## src/rtl/bist_pkg.sv

```systemverilog
// Shared BIST definitions: mode encoding, per-edge control actions and
// known maximal-length feedback masks for the PRPG/MISR registers.
package bist_pkg;

  typedef enum logic {
    MODE_PRPG = 1'b0,
    MODE_MISR = 1'b1
  } bist_mode_e;

  // What the register does on a given edge once clr has been ruled out.
  typedef enum logic [1:0] {
    StepHold = 2'd0,
    StepLoad = 2'd1,
    StepPrpg = 2'd2,
    StepMisr = 2'd3
  } step_e;

  localparam logic [2:0]  TAPS_3  = 3'b110;
  localparam logic [7:0]  TAPS_8  = 8'hB8;
  localparam logic [15:0] TAPS_16 = 16'hB400;

endpackage

```

## src/rtl/lfsr_next.sv

```systemverilog
// Combinational next state of a shift-left Fibonacci LFSR; in MISR mode the
// response word is folded into the shifted value.
module lfsr_next
  import bist_pkg::*;
#(
  parameter int unsigned      WIDTH = 8,
  parameter logic [WIDTH-1:0] TAPS  = TAPS_8
) (
  input  logic [WIDTH-1:0] state_i,
  input  logic             mode_i,
  input  logic [WIDTH-1:0] data_i,
  output logic [WIDTH-1:0] shifted_o,
  output logic [WIDTH-1:0] next_o
);

  logic fb;

  always_comb begin
    fb        = ^(state_i & TAPS);
    shifted_o = {state_i[WIDTH-2:0], fb};
    next_o    = (mode_i == MODE_MISR) ? (shifted_o ^ data_i) : shifted_o;
  end

endmodule

```

## src/rtl/prpg_lfsr_param.sv

```systemverilog
// Parametrised PRPG/MISR register with runtime seed load, period tracking
// and all-zero lockup recovery.
module prpg_lfsr_param
  import bist_pkg::*;
#(
  parameter int unsigned      WIDTH = 8,
  parameter logic [WIDTH-1:0] TAPS  = TAPS_8,
  parameter logic [WIDTH-1:0] SEED  = 8'h01
) (
  input  logic             clk,
  input  logic             clr,
  input  logic             en,
  input  logic             mode,
  input  logic             load,
  input  logic [WIDTH-1:0] seed_in,
  input  logic [WIDTH-1:0] data_in,
  output logic [WIDTH:1]   p_output,
  output logic [WIDTH-1:0] step_cnt,
  output logic             period_done,
  output logic             zero_lock
);

  localparam logic [WIDTH-1:0] CntOne = {{(WIDTH-1){1'b0}}, 1'b1};

  logic [WIDTH-1:0] state_q, state_d;
  logic [WIDTH-1:0] ref_seed_q, ref_seed_d;
  logic [WIDTH-1:0] cnt_q, cnt_d;
  logic             pd_q, pd_d;
  logic             wrap_q, wrap_d;

  logic [WIDTH-1:0] shifted;
  logic [WIDTH-1:0] next_state;
  logic [WIDTH-1:0] cnt_inc;
  logic             state_zero;
  step_e            action;

  lfsr_next #(
    .WIDTH(WIDTH),
    .TAPS (TAPS)
  ) u_lfsr_next (
    .state_i  (state_q),
    .mode_i   (mode),
    .data_i   (data_in),
    .shifted_o(shifted),
    .next_o   (next_state)
  );

  always_comb begin
    action = StepHold;
    if (load) begin
      action = StepLoad;
    end else if (en) begin
      action = (mode == MODE_MISR) ? StepMisr : StepPrpg;
    end
  end

  always_comb begin
    state_zero = (state_q == '0);
    // Saturate rather than wrap so an overlong run never fakes a short period.
    cnt_inc    = (&cnt_q) ? cnt_q : cnt_q + 1'b1;
  end

  always_comb begin
    state_d    = state_q;
    ref_seed_d = ref_seed_q;
    cnt_d      = cnt_q;
    pd_d       = 1'b0;
    wrap_d     = wrap_q;
    unique case (action)
      StepHold: begin
      end
      StepLoad: begin
        state_d    = seed_in;
        ref_seed_d = seed_in;
        cnt_d      = '0;
        wrap_d     = 1'b0;
      end
      StepMisr: begin
        state_d = next_state;
      end
      StepPrpg: begin
        if (state_zero) begin
          state_d = SEED;
          cnt_d   = CntOne;
          wrap_d  = 1'b0;
        end else begin
          state_d = next_state;
          // wrap_q survives hold/MISR cycles so the count restarts on the
          // first PRPG step after a completed period, not the first edge.
          cnt_d   = wrap_q ? CntOne : cnt_inc;
          pd_d    = (shifted == ref_seed_q);
          wrap_d  = (shifted == ref_seed_q);
        end
      end
    endcase
  end

  always_ff @(posedge clk) begin
    if (clr) begin
      state_q    <= SEED;
      ref_seed_q <= SEED;
      cnt_q      <= '0;
      pd_q       <= 1'b0;
      wrap_q     <= 1'b0;
    end else begin
      state_q    <= state_d;
      ref_seed_q <= ref_seed_d;
      cnt_q      <= cnt_d;
      pd_q       <= pd_d;
      wrap_q     <= wrap_d;
    end
  end

  always_comb begin
    p_output    = state_q;
    step_cnt    = cnt_q;
    period_done = pd_q;
    zero_lock   = state_zero & (mode == MODE_PRPG);
  end

endmodule

```

## config.mk

```make
export PLATFORM = sky130hd
export DESIGN_NAME = prpg_lfsr_param
export DESIGN_NICKNAME = d
export VERILOG_FILES = /design/src/rtl/bist_pkg.sv /design/src/rtl/lfsr_next.sv /design/src/rtl/prpg_lfsr_param.sv
export SDC_FILE = /design/constraint.sdc
export NUM_CORES = 1
export LEC_CHECK = 0
export CAP_MARGIN = 0
export CORE_ASPECT_RATIO = 1.5
export CORE_MARGIN = 5
export CORE_UTILIZATION = 40
export CTS_CLUSTER_SIZE = 25
export DETAILED_ROUTE_END_ITERATION = 6
export DONT_BUFFER_PORTS = 1
export PLACE_DENSITY = 0.63
export SYNTH_ARGS = -nofsm -noshare
export SYNTH_HDL_FRONTEND = slang
export SYNTH_HIERARCHICAL = 1
export SYNTH_SLANG_ARGS = --single-unit
```

## constraint.sdc

```tcl
create_clock -name clk -period 2.7 [get_ports clk]
set_input_delay 0.54 -clock clk [delete_from_list [all_inputs] [get_ports clk]]
set_output_delay 0.54 -clock clk [all_outputs]
set_load 0.1 [all_outputs]
```

==> impl_summary.md <==
Worst setup path
Walking the worst path, the cells encountered are nor4_4 -> buf_4 -> nand2_1 -> nor2_4 -> buf_12. The largest incremental delay on the critical path is about 420 ps. STA classifies the critical path endpoint as an output pin. The data arrival at the endpoint of the critical path is 1610 ps. The biggest fanout along the worst timing path is 8.

The worst setup path category is reg -> out. Grouping stages by cell kind, the critical path spends the most delay in simple AND/OR/NAND/NOR gates. The worst register-to-register path begins at p_output[5]. The category of the worst setup path launch point is a flop.

The register-to-register setup slack is between 700 and 800 ps. The worst path buffer plus inverter count is 2. Counting cells, the worst reg-to-reg path comes to 6. STA puts the critical path data required time at approximately 2200 ps. The capturing point of the worst reg2reg path is wrap_q. The cell with the largest stage delay on the worst path is dfxtp_1. Tracing the worst setup path back leads to its startpoint at p_output[5].

Logic synthesis
Averaged over all synthesized cells, the footprint is roughly 9 µm². Yosys mapped the design onto 45 distinct sky130hd cell types. Of the total synthesized cell area, the portion taken by AND, OR, NAND and NOR gates is 17.2%. The synthesis warning total is 6. The mapped netlist covers around 1700 µm².

For this run, asynchronously set or reset flops after synthesis account for 0%. The XOR/XNOR share of the synthesized area is 10.9%. The share of the synthesized area in compound gates (AO/OA/AOI/OAI) is between 20 and 25%. Of the synthesized area, sequential elements account for 31.3%. Among all flip-flop cells after synthesis, the most frequent one is dfxtp_1. The total nets after synthesis is ~220. The share of synthesized area spent on multiplexers is between 4 and 5%. After synthesis, the largest family of logic cells by area is compound AO/OA/AOI/OAI gates. In this run, synthesis produced a sequential element count of 26. The post-synthesis cell count is about 190. The synthesized netlist devotes 4.52% of its cell area to adder and majority cells.

Yosys mapped a number of flops with a built-in enable equal to 0.

Clocking
After clock tree synthesis, the repair step resized 0 gates. The TritonCTS clock tree is done. The number of buffers added by the clock tree synthesis step is 3.

The clock reaches the later pin of the worst-skew pair after ~270 ps. The number of hold-repair buffers added at the cts stage is 0. The maximum level of the CTS H-tree is 1. The clock root buffer is clkbuf_8. CTS saw 26 sinks. The clock-pin slew of the registers on the worst-case setup and hold paths is 90 ps. The clock passes through at most 2 buffers. The count of buffers added by post-CTS timing repair for setup is 0.

Placed design
The HPWL after detailed placement is 3.34 mm. At the end of routability-driven placement, the weighted congestion stood at 0.807. During placement, the flow inserted port buffers numbering 0.

Worst hold path
The startpoint of the worst hold path is clr. The cell count of the worst hold path is 1. The min-delay analysis places its worst path in the category in -> reg. The end point of the worst hold path is ref_seed_q[6].

STA
Setup repair after global routing left no endpoint under its margin. Derived from the worst setup path, the maximum achievable clock frequency is 466 MHz. The remaining max-slew budget at the tightest pin is a little under two fifths. Across the routed clock network, the largest skew measured is ~1.0 ps. The final count of negative-setup-slack endpoints is 0. The actual slew at the worst max-slew pin is 932 ps. The count of pins over their slew limit came to 0. The final sum of negative setup slack is 0 ps. The final hold violation count was 0.

The minimum clock period after layout is ~2100 ps. The final critical path takes up between 70 and 80% of the cycle.

Job
The max-cap check violation count is 0.

Final layout
The library cells used most frequently in the layout, excluding fill and tap cells, are dfxtp_1 (26), buf_4 (19), nand2_1 (15). Across the whole layout, storage elements account for 520 µm². The post-route netlist has a little under a fifth of its cells at a drive strength greater than 1.

The library cell used most frequently in the layout, excluding fill and tap cells, is dfxtp_1. At the end of the flow, the number of nets in the layout was between 200 and 250. Relative to the synthesized area, the layout overhead comes to 12.4%. The count of filler cells inserted in the layout is a little over 400. The number of inserted diodes is 0. Summing all multi-input logic gate instances after layout gives about 1000 µm².

Power
Summed over all cells, the static leakage comes to 0.759 nW. The worst vdd rail ir drop is roughly 360 µV. For this design the ratio of total power to cell area is roughly 550 nW/µm². The completed layout was analyzed and its total power is between 0.001 and 0.0015 W.

Routing
For this block, the via count after detailed routing is roughly 1.4k. The count of TritonRoute iterations in the first routing pass is 4. The total DRC errors in the routed layout is 0. For this block, the routed nets add up to a little over 4 mm of wire. The detailed router finished its first iteration with 73 violations. The wire length per cell after detailed routing is 17.1 µm.

The final antenna-violating net count is 0. The routed via count divided by cell count is between 5 and 6.

GRT
The first global-routing pass estimated approximately 7.0 mm of wire. The all-layer global routing usage is between 10% and 20%. The total congestion overflow after global routing is 0.

Entering global routing, the biggest net connects 24 pins. The via count of the first global-routing pass was around 1.5k. The number of antenna violations at the first check in global routing is 0.

Floorplanning
The number of placement rows is 28. In this run the vertical extent of the chip is 88.9 µm. The placeable core region is around 4000 µm². 39 I/O pins were placed. The die covers 5570 µm². In this run the horizontal extent of the chip is ~63 µm. The initial utilization of the core area, before any placement, comes to 41.6%.

Status
The flow ran to the end, and the final reports show no timing, DRC or antenna violations.
per-layer routing:
layer | share of wire (%) | track usage [%] | up-vias
met2 | 57 | 32.1 | 32
met1 | 35 | 14.7 | 640
met4 | 1.4 | 5.41 | 0
met5 | 0 | 0 | -
li1 | - | - | 683
met3 | 5.8 | 4.28 | 5
worst max path at each step:
stage	endpoint	slack, ps	depth (start not counted)
6_report	zero_lock	550	5
5_1_grt	zero_lock	420	5
4_1_cts	zero_lock	520	5
3_5_place_dp	step_cnt[3]	440	7
3_3_place_gp	step_cnt[7]	540	7
2_1_floorplan	zero_lock	180	3
area by class of cell:
type                       instances  share of cell area (%)
multi-input combinational        132                    53.8
sequential                        26                    27.9
timing repair buffer              20                    8.71
tap                               45                    3.01
inverter                          14                    2.81
clock buffer                       3                    2.21
clock inverter                     1                    1.61
registers in the layout, indices dropped and copies added (netlist names):
register	cells
period_done	1
ref_seed_q	8
wrap_q	1
step_cnt	8
p_output	8
where the power goes:
part	switching, W	internal (W)
Sequential	0.0000204	0.000403
Clock	0.000125	0.000199
Combinational	0.000183	0.0000983
cell usage after synthesis, drive strengths merged, types with 3 or more instances:
master  count  area share (%)
a21oi      10             3.0
a221oi      9             4.7
a31oi       6             2.3
and3        4             1.5
buf        11             4.4
clkbuf      5             1.1
dfxtp      26              31
ha          6             4.5
inv        14             3.2
mux2i       8             4.8
nand2      15             3.4
nand3       4             1.2
nand4       3             1.1
nor2       12             2.9
nor4        3             2.9
o211ai      8             3.9
o21ai       4             1.2
xnor2       9             4.7
xor2        9             4.7
cell families after synthesis:
logic type               after synthesis
AND/OR/NAND/NOR                       51
AO/OA/AOI/OAI                         48
buffers and inverters                 30
flip-flops                            26
XOR/XNOR                              19
multiplexers                           8
adder cells (fa/ha/maj)                6
metrics by stage:
step	setup WS, ps	utilization (%)	cell area (µm²)	std cells	hold slack (ps)
after floorplan	184	-	1670	188	473
after CTS	522	46.8	1870	241	316
after detailed placement	442	45.0	1800	237	509
final	554	46.8	1870	241	327
after global placement	535	45.0	1800	237	494
after global routing	422	46.8	1870	241	310
worst reg2reg max path: stages, from the launching register on:
cell and delay [ps]:
dfxtp_1 540, xnor2_1 180, xnor2_1 310, xor2_1 120
nor4_1 340, and4_1 270, o2bb2ai_1 110
Note: power is estimated with default switching activity, not from simulation.
